==> src/rtl/muller_c_hs_driver.sv <==
// Clocked four-phase handshake driver for a Muller C-element, with hold/timeout checks.
// Optional MULLER_HS_ALT_ORDER_EN: lead input alternates A/B on each completed handshake.
module muller_c_hs_driver #(
    parameter int SKEW_CYC    = 4,
    parameter int TIMEOUT_CYC = 255,
    parameter int SYNC_STAGES = 2,
    parameter int CNT_W       = 16
) (
    input  logic             clk,
    input  logic             rst_n,
    input  logic             start,
    input  logic             loop_en,
    input  logic             clr_err,
    input  logic             c_in,
    output logic             a_out,
    output logic             b_out,
    output logic             busy,
    output logic             done,
    output logic             err_hold,
    output logic             err_timeout,
    output logic [CNT_W-1:0] hs_cnt
);
    localparam int SKEW_W = $clog2(SKEW_CYC + 1);
    localparam int WAIT_W = $clog2(TIMEOUT_CYC + 1);
    localparam logic [SKEW_W-1:0] SKEW_LAST = SKEW_W'(SKEW_CYC - 1);
    localparam logic [WAIT_W-1:0] WAIT_LAST = WAIT_W'(TIMEOUT_CYC - 1);

    typedef enum logic [2:0] {
        IDLE,
        SET_L,
        SET_T,
        WAIT_HI,
        CLR_L,
        CLR_T,
        WAIT_LO,
        DONE_ST
    } state_t;

    state_t                 state;
    logic [SYNC_STAGES-1:0] sync_q;
    logic                   c_sync;
    logic [SKEW_W-1:0]      skew_cnt;
    logic [WAIT_W-1:0]      wait_cnt;
    logic                   lead_is_b;

    // NOTE: synchronizer flops are reset too, so c_sync reads 0 right after reset.
    always_ff @(posedge clk or negedge rst_n) begin
        if (!rst_n) begin
            sync_q <= '0;
        end else begin
            sync_q <= {sync_q[SYNC_STAGES-2:0], c_in};
        end
    end

    assign c_sync = sync_q[SYNC_STAGES-1];

`ifdef MULLER_HS_ALT_ORDER_EN
    logic order_q;

    // Toggles on the same edge that enters DONE_ST, so a re-arm already uses the new order.
    always_ff @(posedge clk or negedge rst_n) begin
        if (!rst_n) begin
            order_q <= 1'b0;
        end else if (state == WAIT_LO && !c_sync) begin
            order_q <= ~order_q;
        end
    end

    assign lead_is_b = order_q;
`else
    assign lead_is_b = 1'b0;
`endif

    always_ff @(posedge clk or negedge rst_n) begin
        if (!rst_n) begin
            state       <= IDLE;
            a_out       <= 1'b0;
            b_out       <= 1'b0;
            busy        <= 1'b0;
            done        <= 1'b0;
            err_hold    <= 1'b0;
            err_timeout <= 1'b0;
            hs_cnt      <= '0;
            skew_cnt    <= '0;
            wait_cnt    <= '0;
        end else begin
            done <= 1'b0;
            // NOTE: the last non-blocking assignment wins, so an error set below beats this clear.
            if (clr_err) begin
                err_hold    <= 1'b0;
                err_timeout <= 1'b0;
            end

            case (state)
                IDLE: begin
                    if (start) begin
                        state    <= SET_L;
                        busy     <= 1'b1;
                        skew_cnt <= '0;
                        if (lead_is_b) b_out <= 1'b1;
                        else           a_out <= 1'b1;
                    end
                end

                SET_L: begin
                    if (c_sync) err_hold <= 1'b1;
                    if (skew_cnt == SKEW_LAST) begin
                        state <= SET_T;
                        if (lead_is_b) a_out <= 1'b1;
                        else           b_out <= 1'b1;
                    end else begin
                        skew_cnt <= skew_cnt + 1'b1;
                    end
                end

                SET_T: begin
                    state    <= WAIT_HI;
                    wait_cnt <= '0;
                end

                WAIT_HI: begin
                    if (c_sync) begin
                        state    <= CLR_L;
                        skew_cnt <= '0;
                        if (lead_is_b) b_out <= 1'b0;
                        else           a_out <= 1'b0;
                    end else if (wait_cnt == WAIT_LAST) begin
                        state       <= IDLE;
                        busy        <= 1'b0;
                        a_out       <= 1'b0;
                        b_out       <= 1'b0;
                        err_timeout <= 1'b1;
                    end else begin
                        wait_cnt <= wait_cnt + 1'b1;
                    end
                end

                CLR_L: begin
                    if (!c_sync) err_hold <= 1'b1;
                    if (skew_cnt == SKEW_LAST) begin
                        state <= CLR_T;
                        if (lead_is_b) a_out <= 1'b0;
                        else           b_out <= 1'b0;
                    end else begin
                        skew_cnt <= skew_cnt + 1'b1;
                    end
                end

                CLR_T: begin
                    state    <= WAIT_LO;
                    wait_cnt <= '0;
                end

                WAIT_LO: begin
                    if (!c_sync) begin
                        state  <= DONE_ST;
                        done   <= 1'b1;
                        hs_cnt <= hs_cnt + 1'b1;
                    end else if (wait_cnt == WAIT_LAST) begin
                        state       <= IDLE;
                        busy        <= 1'b0;
                        a_out       <= 1'b0;
                        b_out       <= 1'b0;
                        err_timeout <= 1'b1;
                    end else begin
                        wait_cnt <= wait_cnt + 1'b1;
                    end
                end

                DONE_ST: begin
                    if (loop_en) begin
                        state    <= SET_L;
                        skew_cnt <= '0;
                        if (lead_is_b) b_out <= 1'b1;
                        else           a_out <= 1'b1;
                    end else begin
                        state <= IDLE;
                        busy  <= 1'b0;
                    end
                end

                default: begin
                    state <= IDLE;
                    busy  <= 1'b0;
                    a_out <= 1'b0;
                    b_out <= 1'b0;
                end
            endcase
        end
    end

endmodule
==> config.mk <==
export PLATFORM = sky130hd
export DESIGN_NAME = muller_c_hs_driver
export DESIGN_NICKNAME = d
export VERILOG_FILES = /design/src/rtl/muller_c_hs_driver.sv
export SDC_FILE = /design/constraint.sdc
export NUM_CORES = 1
export LEC_CHECK = 0
export ABC_AREA = 1
export BUFFER_PORTS_ARGS = -buffer_cell sky130_fd_sc_hd__buf_2
export CORE_MARGIN = 2
export CORE_UTILIZATION = 62
export CTS_CLUSTER_SIZE = 12
export DETAILED_ROUTE_END_ITERATION = 16
export GPL_TIMING_DRIVEN = 0
export PLACE_DENSITY = 0.82
export SETUP_SLACK_MARGIN = 0.5
export SYNTH_ARGS = -nofsm -noshare
export SYNTH_HDL_FRONTEND = slang
export SYNTH_SLANG_ARGS = --single-unit
==> constraint.sdc <==
create_clock -name clk -period 3.2 [get_ports clk]
set_input_delay 0.32 -clock clk [delete_from_list [all_inputs] [get_ports clk]]
set_output_delay 0.32 -clock clk [all_outputs]
set_load 0.005 [all_outputs]
# Word level (Yosys, flattened, before mapping)

Index checks and enable logic that the tools add are counted.

Equality and inequality tests: 18
Reductions and logical operators: 14
Multiply operators: 0
Bitwise operators: 1
Add/sub/neg operators: 3
Divide/modulo/power cells: 0
Shifts and indexed selects: 0
Mux-type cells: 45
$lt $le $gt $ge: 0

Operators with widths:

| kind                  | number |
|---|---|
| $mux 3                | 10 |
| $mux 1                | 24 |
| $mux 8                | 3 |
| $pmux 3 s8            | 1 |
| $pmux 8 s3            | 1 |
| $ne 2x2->1 const B    | 9 |
| $add 16x1->16 const B | 1 |
| $reduce_and 5->1      | 3 |
| $eq 3x3->1 const B    | 4 |
| $pmux 1 s4            | 3 |
| $pmux 3 s4            | 1 |
| $reduce_bool 4->1     | 3 |
| $eq 3x2->1 const B    | 3 |
| $add 8x1->8 const B   | 1 |
| $eq 8x8->1 const B    | 1 |
| $reduce_and 3->1      | 2 |
| $pmux 1 s2            | 2 |
| $reduce_and 4->1      | 1 |
| $reduce_or 2->1       | 2 |
| $add 3x1->3 const B   | 1 |
| $eq 3x1->1 const B    | 1 |
| $logic_not 3->1       | 1 |
| $reduce_bool 3->1     | 1 |
| $reduce_and 2->1      | 1 |
| $not 1->1             | 1 |

Memories kept: 0
Bits in registers: 38
Bits of input ports: 6
Bits in read-only memories: 0
Word-level logic and storage cells: 92
Memory bits (writable): 0
Latch bits: 0

# Depth between registers and ports, before layout

Gate-level depths: netlist of run 1.

Depth after elaboration: 4
Depth in mapped cells: 11
Mapped depth without buffers: 11

# Worst setup path before layout of run 1

No wires, ideal clock.

Kind: reg-to-reg
From: register state[2]
To: register wait_cnt[6]
Period minus slack after synthesis: 1376 ps
Arrival time: 1258 ps
Path buffers: 2
Path slack: 1824 ps
Stages on the path, launching flop included: 9
Cells stage by stage: dfrtp_1 buf_4 nand3_4 nor2_8 nor2_2 nand2_4 buf_8 nand2_2 o21ai_2

Cells in the longest elaborated chain, start to end: 4
Elaborated cells on any way between the ends: 10
Classes of those cells: eq/ne: 6; mux: 1; reduce/logical: 3

RTL lines:

| item                                            | line | source |
|---|---|---|
| start, declared                                 | 39   | `state_t state;` |
| start signal, assigned                          | 76   | `state <= IDLE;` |
| start signal, assigned                          | 97   | `state <= SET_L;` |
| start signal, assigned                          | 108  | `state <= SET_T;` |
| $eq 3x3->1 / $eq 3x2->1 (equally long branches) | 94   | `case (state)` |
| $reduce_or 2->1 (no line)                       | -    |  |
| $reduce_bool 3->1 (no line)                     | -    |  |
| $reduce_and 3->1 (no line)                      | -    |  |
| end signal, assigned                            | 134  | `wait_cnt <= wait_cnt + 1'b1;` |
| end signal, assigned                            | 166  | `wait_cnt <= wait_cnt + 1'b1;` |
| end, declared                                   | 43   | `logic [WAIT_W-1:0] wait_cnt;` |

Parallel ways exist; a longest one is shown, timed or not.
A chain may end at the register's enable or synchronous reset.

# Worst setup path in the final report of run 1

From: register state[1]
To: register a_out

Cells in the longest elaborated chain, start to end: 3
Elaborated cells on any way between the ends: 10
Classes of those cells: eq/ne: 6; mux: 1; reduce/logical: 3

RTL lines:

| item                                                             | line | source |
|---|---|---|
| $eq 3x3->1 (tied with other cells)                               | 94   |  |
| $reduce_bool 4->1 (no line) / $ne 2x2->1 (equally long branches) | -    |  |
| $reduce_and 4->1 (no line)                                       | -    |  |
| end signal, assigned                                             | 101  | `else a_out <= 1'b1;` |
| end signal, assigned                                             | 109  | `if (lead_is_b) a_out <= 1'b1;` |
| end signal, assigned                                             | 126  | `else a_out <= 1'b0;` |
| end, declared                                                    | 15   | `output logic a_out,` |

Parallel ways exist; a longest one is shown, timed or not.

==> metrics.md, run 1 <==
| Metric | Value |
|---|---|
| Crit-path cells | buf_6, nor2_4, nand2_1, nand2_1, nand2_1, nor2_1, nand2_1, nand2_1, nand2_1 |
| Post-route ant nets | 0 |
| Slowest cell on the critical path | dfrtp_1 |
| Resized cells post-CTS | 0 |
| Endpoints failing setup | 0 |
| RSZ-0062 raised after global routing | false |
| CP most frequent cell | nand2_1 |
| GRT Overall Usage | 25.3% |
| Clock Power Share | approximately a fifth |
| Die area | roughly 4300 um^2 |
| Startpoint types | register |
| Sequential Power Share | 32.9% |
| Final WL | approximately 4600 um |
| Worst hold slack | 0.102 ns |
| Leak Pwr | about 0.0014 uW |
| I/O Buffers | 27 |
| Commonest non-fill, non-tap cell in the layout | nand2_1 |
| Mean routed wirelength per cell | around 12 um |
| Design area | 2630 um^2 |
| Clk_skew | between 0.006 and 0.007 ns |
| ANT cells | 0 |
| Final count of hold timing violations | 0 |
| Drt drc | 0 |
| Overall die width | roughly 65 um |
| Max_cap viols | 0 |
| Reg2reg setup slack | between 1.5 and 2 ns |
| Seq/Total Area, Yosys | around two fifths |
| FF+latch area | approximately 950 um^2 |
| Grt total ovfl | 0 |
| CTS root buffer | clkbuf_8 |
| Comb power frac | 46.5% |
| Post-layout worst setup margin | ~1.6 ns |
| Clock Sinks | 38 |
| Largest net degree at the start of global routing | 39 |
| Pint | roughly 1200 uW |
| Number of global-route vias before repair | ~2000 |
| Gp weighted congestion | 0.853 |
| Final period utilization | about half |
| Setup TNS | 0 ns |
| Postcts setup bufs | 0 |
| Initial antenna violation count | 0 |
| Dpl ws | approximately 1.7 ns |
| Layout Area Growth over Synthesis | 13.3% |
| Num ports | 28 |
| Starting density of the core | 63.9% |
| CP Max Fanout | 10 |
| Area occupied by multi-input gates | between 1000 and 1500 um^2 |
| Sw power | between 800 and 900 uW |
| Hold_buf cts | 0 |
| Fill cells | 310 |
| CP delay by family, top | simple AND/OR/NAND/NOR gates |
| RR Startpoint | state[1] |
| Placed Area | 2520 um^2 |
| Slew @ Worst Pin | 0.819 ns |
| Layout cell share with drive strength beyond 1 | 21.7% |
| CP peak stage delay | between 0.4 and 0.5 ns |
| Pwr Density | roughly 770 nW/um^2 |
| Synth cell types | 33 |
| CP Data Arrival Time | between 1.5 and 2 ns |
| Critical path depth | 9 |
| Yosys Warn Count | 0 |
| CTS tree | built |
| Max_slew headroom | 45.4% |
| Crit path required time | around 3.4 ns |
| Initial DRT Pass Iterations | 4 |
| Sw Share | between 40% and 50% |
| Setup CP Type | reg2reg |
| Core Area | about 3600 um^2 |
| H-tree depth | 2 |
| Max Clk Rate | 636 MHz |
| Half-perimeter wire length after detailed placement | 3380 um |
| Die Height | between 60 and 70 um |
| Syn_nets | 313 |
| VDD IR max | 425 uV |
| Worst r2r dst | a_out |
| Fin crit period | ~1.6 ns |
| Outcome | completed |
| Total CTS buffers | 5 |
| First-pass GRT wire length | between 8000 and 9000 um |
| Final net count | approximately 350 |
| CP Capture Type | register |
| Clk slew on worst S/H paths | around 0.08 ns |
| Worst-Skew Late Latency | approximately 0.30 ns |
| Syn Inst Count | ~300 |
| Max Root-Sink Buffers | 2 |
| Core Rows | 22 |
| HP Class | in2async |
| Reg2Reg Depth | 9 |
| Synthesized flop and latch total | 38 |
| Mean post-synth cell area | 7.72 um^2 |
| Max-slew violations | 0 |
| Commonest non-fill, non-tap cells in the layout | nand2_1 (110), dfrtp_1 (38), nor2_1 (31), buf_2 (28), inv_1 (23) |
| Detailed-route vias per instance | between 5 and 6 |
| Initial DRC Count | ~140 |
| Via count | ~2000 |
| Syn Std Cell Area | ~2300 um^2 |
| Buffers and inverters on the worst path | 1 |
## cells by family (layout without fill, tap and decap cells)
family	count (synthesis)	count (layout)	synth area share, %
adder cells (fa/ha/maj)	6	6	3.23
flip-flops	38	38	40.9
AO/OA/AOI/OAI	21	21	6.25
buffers and inverters	33	68	6.95
XOR/XNOR	12	12	4.52
AND/OR/NAND/NOR	191	191	38.1
## cells in the mapped netlist (all sizes together)
cell | instances | share of area (%)
o211ai | 2 | 0.65
nand2 | 121 | 21
xor2 | 7 | 2.6
nor2 | 36 | 7.2
nand3b | 2 | 0.65
xnor2 | 5 | 1.9
or2 | 3 | 0.81
o221ai | 1 | 0.38
nand3 | 20 | 5.5
o2111ai | 1 | 0.38
inv | 27 | 4.5
dfrtp | 38 | 41
o21ai | 15 | 4.2
ha | 6 | 3.2
buf | 6 | 2.5
o21bai | 2 | 0.65
nand4 | 9 | 3.1
## power by group through the flow
stage | Clock, uW | Combinational, uW | Sequential [uW]
2_1_floorplan | 0 | 729 | 667
3_3_place_gp | 0 | 906 | 671
3_5_place_dp | 0 | 938 | 677
4_1_cts | 423 | 946 | 668
5_1_grt | 439 | 1070 | 678
6_report | 415 | 941 | 666
## metal layers
layer	vias up	GRT usage, %	wire length, um
met2	56	41.5	2220
met4	0	8.85	105
li1	1023	-	-
met5	-	0	0
met3	13	5.14	302
met1	927	33.4	2000
## state kept, by name, summed over array words and instances (netlist names)
signal / count
b_out: 1
hs_cnt: 16
sync_q: 2
done: 1
err_hold: 1
err_timeout: 1
busy: 1
state: 3
a_out: 1
skew_cnt: 3
wait_cnt: 8
## through the flow
| stage | power, uW | util, % | cells |
|---|---|---|---|
| after global placement | 1580 | 69.3 | 376 |
| after global routing | 2190 | 72.5 | 384 |
| final | 2020 | 72.5 | 384 |
| after floorplan | 1400 | - | 301 |
| after CTS | 2040 | 72.5 | 384 |
| after detailed placement | 1620 | 69.3 | 376 |
## worst register-to-register path: cells and delay by family (launching register included)
| kind | cells | cell delay [ns] |
|---|---|---|
| simple gates | 8 | 0.80 |
| buf+inv | 1 | 0.20 |
| flops | 1 | 0.48 |
## final cells by class
class | instances | share of cell area, %
inverters | 27 | 3.94
multi-input cells | 230 | 46.0
flip-flops and latches | 38 | 36.1
clock buffers | 5 | 2.61
plain buffers | 6 | 2.19
clock inverters | 3 | 1.71
well taps | 48 | 2.28
repair buffers | 27 | 5.13
## how the worst max path moves through the flow
stage / startpoint / endpoint / slack [ns]
final: state[1] / a_out / 1.63
after global routing: state[1] / a_out / 1.50
after CTS: state[1] / a_out / 1.63
after detailed placement: state[1] / a_out / 1.66
after global placement: state[1] / a_out / 1.71
after floorplan: state[2] / wait_cnt[6] / 1.82
Note: power is estimated with default switching activity, not from simulation.
==> inputs of run 2 (changes only) <==
CORE_UTILIZATION = 52   (was 62)
PLACE_DENSITY = 0.73   (was 0.82)
clock period = 1.4 ns   (was 3.2 ns; I/O delays follow)
==> run 2 against run 1 <==
Against the previous run: the flow now finishes with violations (hold timing, setup timing); cell count rose by 15%; sequential power grew 140%; sequential cell count unchanged; combinational power grew to 4.2 times the previous value; clock power is 96% higher; largest power group unchanged; highest routed layer unchanged.
==> metrics.md, run 2 (same netlist as run 1, synthesis figures left out) <==
| Metric | Value |
|---|---|
| Placed Area | 2600 um^2 (+3.3%) |
| GRT Overall Usage | 24.0% (-1.2 points) |
| Final WL | 6610 um (+43%) |
| Max-slew violations | 0 (unchanged) |
| Placed cells | 380 (+1.1%) |
| Startpoint types | register |
| Worst hold slack | -0.0716 ns (-0.174 ns) |
| Core Area | 4320 um^2 (+19%) |
| Grt total ovfl | 0 (unchanged) |
| Starting density of the core | 53.7% (-10 points) |
| Total CTS buffers | 5 (unchanged) |
| Post-layout worst setup margin | -0.170 ns (-1.80 ns) |
| Number of global-route vias before repair | 2142 (+9.4%) |
| Final net count | 402 (+16%) |
| Post-route ant nets | 0 (unchanged) |
| Commonest non-fill, non-tap cell in the layout | nand2_1 |
| Leak Pwr | 0.00173 uW (+28%) |
| Design area | 3480 um^2 (+32%) |
| CTS tree | built |
| Hold_buf cts | 1 (+1) |
| Reg2reg setup slack | -0.17 ns (-1.80 ns) |
| Buffers and inverters on the worst path | 2 (+1) |
| Sw Share | 42.9% (+0.31 points) |
| HP Class | in2async |
| Sw power | 2730 uW (+220%) |
| RR Startpoint | state[1] |
| Reg2Reg Depth | 10 (+1) |
| Max_cap viols | 0 (unchanged) |
| Setup CP Type | reg2reg |
| Largest net degree at the start of global routing | 39 (unchanged) |
| CP Capture Type | register |
| CP Data Arrival Time | 1.75 ns (-0.02 ns) |
| Layout Area Growth over Synthesis | 49.6% |
| VDD IR max | 1050 uV (+150%) |
| CTS root buffer | clkbuf_8 |
| CP delay by family, top | simple AND/OR/NAND/NOR gates |
| Commonest non-fill, non-tap cells in the layout | nand2_1 (90), buf_4 (36), dfrtp_1 (30), buf_2 (24), buf_6 (22) |
| H-tree depth | 2 (unchanged) |
| Initial antenna violation count | 0 (unchanged) |
| Endpoints failing setup | 19 (+19) |
| Layout Cells excl Fill | 443 (+15%) |
| Initial DRT Pass Iterations | 4 (unchanged) |
| CP most frequent cell | nand2_1 |
| Max FFs per register | 16 (unchanged) |
| Sequential Power Share | 24.8% (-8.1 points) |
| Layout cell share with drive strength beyond 1 | 46.5% (+25 points) |
| Via count | 2354 (+17%) |
| Worst r2r dst | busy |
| Half-perimeter wire length after detailed placement | 3530 um (+4.4%) |
| Crit path required time | 1.58 ns (-1.82 ns) |
| Final period utilization | 112% (+63 points) |
| Failing checks | hold timing, setup timing |
| Initial DRC Count | 140 (-0.71%) |
| Core Rows | 24 (+9.1%) |
| Max Root-Sink Buffers | 2 (unchanged) |
| Detailed-route vias per instance | 5.31 (+1.1%) |
| Biggest register | hs_cnt |
| Clock Sinks | 38 (unchanged) |
| RSZ-0062 raised after global routing | true |
| Crit-path cells | buf_8, buf_6, nand2_4, nor2_4, nand2_1, nand2_1, nor2_1, nand3_1, nand2_1, nand2_2 |
| Overall die width | 70.8 um (+8.6%) |
| Worst-Skew Late Latency | 0.30 ns (about the same) |
| Mean routed wirelength per cell | 14.9 um (+24%) |
| Comb power frac | 62.4% (+16 points) |
| CP peak stage delay | 0.50 ns (+0.02 ns) |
| Top Registers | hs_cnt: 16 flops, wait_cnt: 8 flops |
| Slowest cell on the critical path | dfrtp_2 |
| Gp weighted congestion | 0.805 (-5.7%) |
| CP Max Fanout | 7 (-3) |
| I/O Buffers | 27 (unchanged) |
| Fin crit period | 1.57 ns (-0.00150 ns) |
| Die area | 5020 um^2 (+18%) |
| Max Clk Rate | 637 MHz (about the same) |
| Num ports | 28 (unchanged) |
| Outcome | finished with violations |
| Pint | 3630 uW (+210%) |
| Clock Power Share | 12.8% (-7.7 points) |
| ANT cells | 0 (unchanged) |
| Slew @ Worst Pin | 0.836 ns (+0.0168 ns) |
| Pwr Density | 1830 nW/um^2 (+140%) |
| Clk slew on worst S/H paths | 0.08 ns (about the same) |
| Final count of hold timing violations | 38 (+38) |
| First-pass GRT wire length | 9600 um (+15%) |
| Die Height | 70.8 um (+8.6%) |
| Clk_skew | 0.00695 ns (+0.000671 ns) |
| Fill cells | 274 (-12%) |
| Max_slew headroom | 44.3% (-1.1 points) |
| Drt drc | 0 (unchanged) |
==> run 2: cell types whose count changed in the layout (fill, tap and decap cells not counted), sizes merged <==
cell | previous run | this run
dlygate4sd3 | 0 | 1
clkinvlp | 2 | 1
buf | 33 | 86
clkbuf | 5 | 7
clkinv | 0 | 1
bufinv | 1 | 0
==> run 2: power groups by stage <==
stage          logic (uW)  registers, uW  clock network, uW
6_report             3970           1580                812
4_1_cts              2930           1520                820
2_1_floorplan        1760           1530                  0
5_1_grt              4300           1600                873
3_3_place_gp         2170           1540                  0
3_5_place_dp         2230           1550                  0
==> run 2: area by class of cell <==
| class | instances | area [um^2] | area share, % |
|---|---|---|---|
| Sequential cell | 38 | 961 | 27.6 |
| Tap cell | 52 | 65.1 | 1.87 |
| Buffer | 6 | 71.3 | 2.05 |
| Clock inverter | 2 | 12.5 | 0.360 |
| Timing Repair Buffer | 82 | 672 | 19.3 |
| Multi-Input combinational cell | 230 | 1500 | 43.0 |
| Inverter | 27 | 116 | 3.35 |
| Clock buffer | 6 | 82.6 | 2.38 |
==> run 2: worst register-to-register path, stage by stage (launching register included) <==
cell and delay, ns:
dfrtp_2 0.50, buf_8 0.18, buf_6 0.12, nand2_4 0.06
nor2_4 0.04, nand2_1 0.07, nand2_1 0.07, nor2_1 0.15
nand3_1 0.12, nand2_1 0.09, nand2_2 0.06
==> run 2: stage by stage <==
stage          utilization [%]  power, uW  TNS (ns)  setup WS [ns]
2_1_floorplan                -       3290         0         0.0643
3_3_place_gp              60.2       3720    -0.505        -0.0645
3_5_place_dp              60.2       3780    -0.750        -0.0860
4_1_cts                   71.5       5270    -0.314        -0.0435
5_1_grt                   80.4       6780     -2.46         -0.227
6_report                  80.4       6360     -1.21         -0.170
==> run 2: worst max-delay path by stage <==
stage / to / startpoint / cells past startpoint
after floorplan: wait_cnt[6] / wait_cnt[0] / 11
after global placement: wait_cnt[4] / state[0] / 9
after detailed placement: wait_cnt[4] / state[0] / 11
after CTS: wait_cnt[4] / state[0] / 11
after global routing: busy / state[1] / 10
final: busy / state[1] / 10
==> run 2: timing repair <==
action                                 in CTS  in global routing
cloned                                      0                  1
pin swaps                                  19                 32
setup endpoints to repair                  58                 58
gates resized for setup                    32                 51
setup buffers                              34                 19
endpoints found under the hold margin      39                  4
==> run 2: routing by layer <==
metal | GRT usage, % | share of wire [%]
met3 | 4.56 | 5.2
met4 | 9.01 | 3.0
met2 | 40.0 | 51
met1 | 31.3 | 41
met5 | 0 | 0
==> inputs of run 3 (changes only) <==
ABC_AREA = unset   (was 1)
CORE_UTILIZATION = 51   (was 52)
RECOVER_POWER = 50   (was unset)
==> run 3 against run 2 <==
Against the previous run: the run still ends with hold timing, setup timing left; largest cell class unchanged; synthesized area down 12%; wire length down 8.9%; count of clock-buffer cells in the layout stayed put; maximum frequency is 8.9% lower; setup slack got worse by 0.15 ns; sequential cell count did not move; critical endpoint is now b_out; critical path type unchanged; power shrank 16%.
==> metrics.md, run 3 <==
| Metric | Value |
|---|---|
| Outcome | finished with violations |
| Failing checks | hold timing, setup timing |
| Layout Cells excl Fill | 344 (-22%) |
| Synthesized flop and latch total | 38 (unchanged) |
| Total CTS buffers | 5 (unchanged) |
| Async SR Flop Fraction | 100% (unchanged) |
| ANT cells | 0 (unchanged) |
| Max-slew violations | 0 (unchanged) |
| Die Height | 67.3 um (-5.0%) |
| Biggest register | hs_cnt |
| Num ports | 28 (unchanged) |
| Detailed-route vias per instance | 5.63 (+5.9%) |
| Max FFs per register | 16 (unchanged) |
| Area contributors post-synth | dfrtp_1 (47%), xnor2_1 (5.6%), o21ai_0 (3.9%), nand2_1 (3.9%), ha_1 (3.7%) |
| Layout Area Growth over Synthesis | 55.2% |
| HP Class | in2async |
| Commonest non-fill, non-tap cells in the layout | buf_4 (40), dfrtp_1 (32), buf_2 (24), buf_6 (20), nand2_1 (19) |
| Count leader, synth | dfrtp_1 |
| Post-layout worst setup margin | -0.323 ns (-0.153 ns) |
| Max Clk Rate | 580 MHz (-8.9%) |
| Placed cells | 282 (-26%) |
| Crit path required time | 1.59 ns (about the same) |
| Pwr Density | 1690 nW/um^2 (-7.8%) |
| Sequential Power Share | 28.1% (+3.3 points) |
| Slew @ Worst Pin | 0.945 ns (+0.109 ns) |
| Core Area | 3740 um^2 (-13%) |
| Yosys Warn Count | 0 (unchanged) |
| Setup CP Type | reg2reg |
| Area leader, netlist | dfrtp_1 |
| Clk slew on worst S/H paths | 0.08 ns (about the same) |
| Syn_nets | 219 (-30%) |
| Half-perimeter wire length after detailed placement | 2920 um (-17%) |
| Fill cells | 193 (-30%) |
| Crit-path cells | inv_2, ha_4, nand3_4, nor3_2, o32a_1, nor3b_2, mux2_4 |
| H-tree depth | 2 (unchanged) |
| Reg2reg setup slack | -0.32 ns (-0.15 ns) |
| Leak Pwr | 0.00149 uW (-14%) |
| Worst r2r dst | b_out |
| Post-route ant nets | 0 (unchanged) |
| Design area | 3170 um^2 (-8.8%) |
| Initial antenna violation count | 0 (unchanged) |
| Worst hold slack | -0.0301 ns (+0.0415 ns) |
| FF+latch area | 958 um^2 (-0.26%) |
| Slowest cell on the critical path | dfrtp_2 |
| Synth cell types | 45 (+36%) |
| CP peak stage delay | 0.41 ns (-0.09 ns) |
| EDFF count, synth | 0 (unchanged) |
| Grt total ovfl | 0 (unchanged) |
| CTS root buffer | clkbuf_8 |
| Worst-Skew Late Latency | 0.30 ns (about the same) |
| Setup TNS | -5.89 ns (-4.68 ns) |
| Gp weighted congestion | 0.800 (-0.58%) |
| Final WL | 6020 um (-8.9%) |
| Sw power | 2160 uW (-21%) |
| CP Data Arrival Time | 1.91 ns (+0.16 ns) |
| Clock Power Share | 15.0% (+2.2 points) |
| Placed Area | 2350 um^2 (-9.5%) |
| Initial DRT Pass Iterations | 4 (unchanged) |
| Startpoint types | register |
| Buffers and inverters on the worst path | 1 (-1) |
| Syn Inst Count | 207 (-31%) |
| Mean post-synth cell area | 9.86 um^2 (+28%) |
| Largest net degree at the start of global routing | 39 (unchanged) |
| Max_cap viols | 0 (unchanged) |
| RSZ-0062 raised after global routing | true |
| CP delay by family, top | simple AND/OR/NAND/NOR gates |
| Final net count | 307 (-24%) |
| CP Max Fanout | 4 (-3) |
| Comb power frac | 56.9% (-5.5 points) |
| Layout cell share with drive strength beyond 1 | 53.7% (+7.2 points) |
| Seq/Total Area, Yosys | 46.6% (+5.6 points) |
| Number of global-route vias before repair | 1825 (-15%) |
| Final period utilization | 123% (+11 points) |
| Top Registers | hs_cnt: 16 flops, wait_cnt: 8 flops |
| Overall die width | 67.3 um (-5.0%) |
| RR Startpoint | wait_cnt[0] |
| Synth Flop Type | dfrtp_1 |
| Top cell type's share of synthesized area | 46.6% (+5.6 points) |
| Fin crit period | 1.72 ns (+0.153 ns) |
| Via count | 1936 (-18%) |
| Area occupied by multi-input gates | 1300 um^2 (-13%) |
| Starting density of the core | 54.5% (+0.81 points) |
| Pint | 3190 uW (-12%) |
| Drt drc | 0 (unchanged) |
| Die area | 4530 um^2 (-9.8%) |
| Mean routed wirelength per cell | 17.5 um (+17%) |
| Syn Std Cell Area | 2040 um^2 (-12%) |
| Final count of hold timing violations | 35 (-7.9%) |
| GRT Overall Usage | 25.5% (+1.4 points) |
| CP Capture Type | register |
| Synth cell count leaders | dfrtp_1 (38), nand2_1 (21), o21ai_0 (16) |
| CTS tree | built |
| Commonest non-fill, non-tap cell in the layout | buf_4 |
| Clock Sinks | 38 (unchanged) |
| Max Root-Sink Buffers | 2 (unchanged) |
| First-pass GRT wire length | 8600 um (-10%) |
| Core Rows | 22 (-8.3%) |
| Initial DRC Count | 214 (+53%) |
| Endpoints failing setup | 33 (+14) |
| I/O Buffers | 27 (unchanged) |
| Max_slew headroom | 37.0% (-7.3 points) |
| Reg2Reg Depth | 7 (-3) |
| Clk_skew | 0.0110 ns (+0.00404 ns) |
| Sw Share | 40.3% (-2.6 points) |
| VDD IR max | 1150 uV (+8.8%) |
-- run 3: kinds of logic (layout without fill, tap and decap cells) --
family	Yosys count	in the layout	share of synthesized area, %
DFF	38	38	46.6
AOI/OAI and AO/OA	41	41	13.7
adders and majority gates	6	6	3.68
buffers and inverters	20	109	5.09
xor gates and xnor gates	21	21	9.01
muxes	2	2	1.10
and+or+nand+nor	79	79	20.8
-- run 3: worst max path at each step --
stage / start / endpoint / slack, ns / cells after the start
global route: wait_cnt[0] / b_out / -0.38 / 7
CTS: wait_cnt[0] / b_out / -0.30 / 7
detailed placement: wait_cnt[0] / b_out / -0.47 / 7
finish: wait_cnt[0] / b_out / -0.32 / 7
global placement: wait_cnt[0] / b_out / -0.45 / 7
floorplan: wait_cnt[0] / b_out / -0.28 / 7
-- run 3: final cells by class --
class	instances	area share (%)
clock inverters	2	0.395
plain buffers	10	2.92
clock buffers	6	2.61
flip-flops and latches	38	30.2
inverters	10	1.18
well taps	48	1.89
multi-input cells	149	41.0
repair buffers	81	19.7
-- run 3: per-stage QoR --
stage	util (%)	hold slack [ns]	setup WS (ns)	power (uW)
3_5_place_dp	62.9	0.253	-0.469	3310
2_1_floorplan	-	-0.156	-0.277	2860
5_1_grt	84.7	0.0525	-0.375	5640
6_report	84.7	-0.0301	-0.323	5350
4_1_cts	77.8	-0.0331	-0.304	4790
3_3_place_gp	62.9	0.253	-0.448	3250
-- run 3: worst reg2reg max path, delay by kind of cell, from the launching register on --
kind / cells / cell delay, ns
flops: 1 / 0.41
mux: 1 / 0.31
simple gates: 3 / 0.51
compound gates: 1 / 0.18
buf+inv: 1 / 0.07
fa+ha+maj: 1 / 0.14
-- run 3: metal layers --
metal	track usage (%)	share of wire [%]
met4	10.2	3.9
met2	42.0	51
met3	4.83	4.3
met1	33.1	40
met5	0	0
-- run 3: power groups by stage --
| stage | Clock (uW) | Combinational, uW | Sequential, uW |
|---|---|---|---|
| detailed placement | 0 | 1760 | 1540 |
| global route | 861 | 3250 | 1530 |
| global placement | 0 | 1720 | 1530 |
| CTS | 810 | 2490 | 1490 |
| finish | 803 | 3050 | 1500 |
| floorplan | 0 | 1360 | 1500 |
-- run 3: what timing repair did --
item                                    4_1_cts  5_1_grt
hold endpoints to repair                     39        0
pin swaps                                    26       16
hold buffers                                  1        0
gates resized for setup                      40       31
setup buffers                                39       14
endpoints found under the setup margin       58       58
cloned                                        0        0
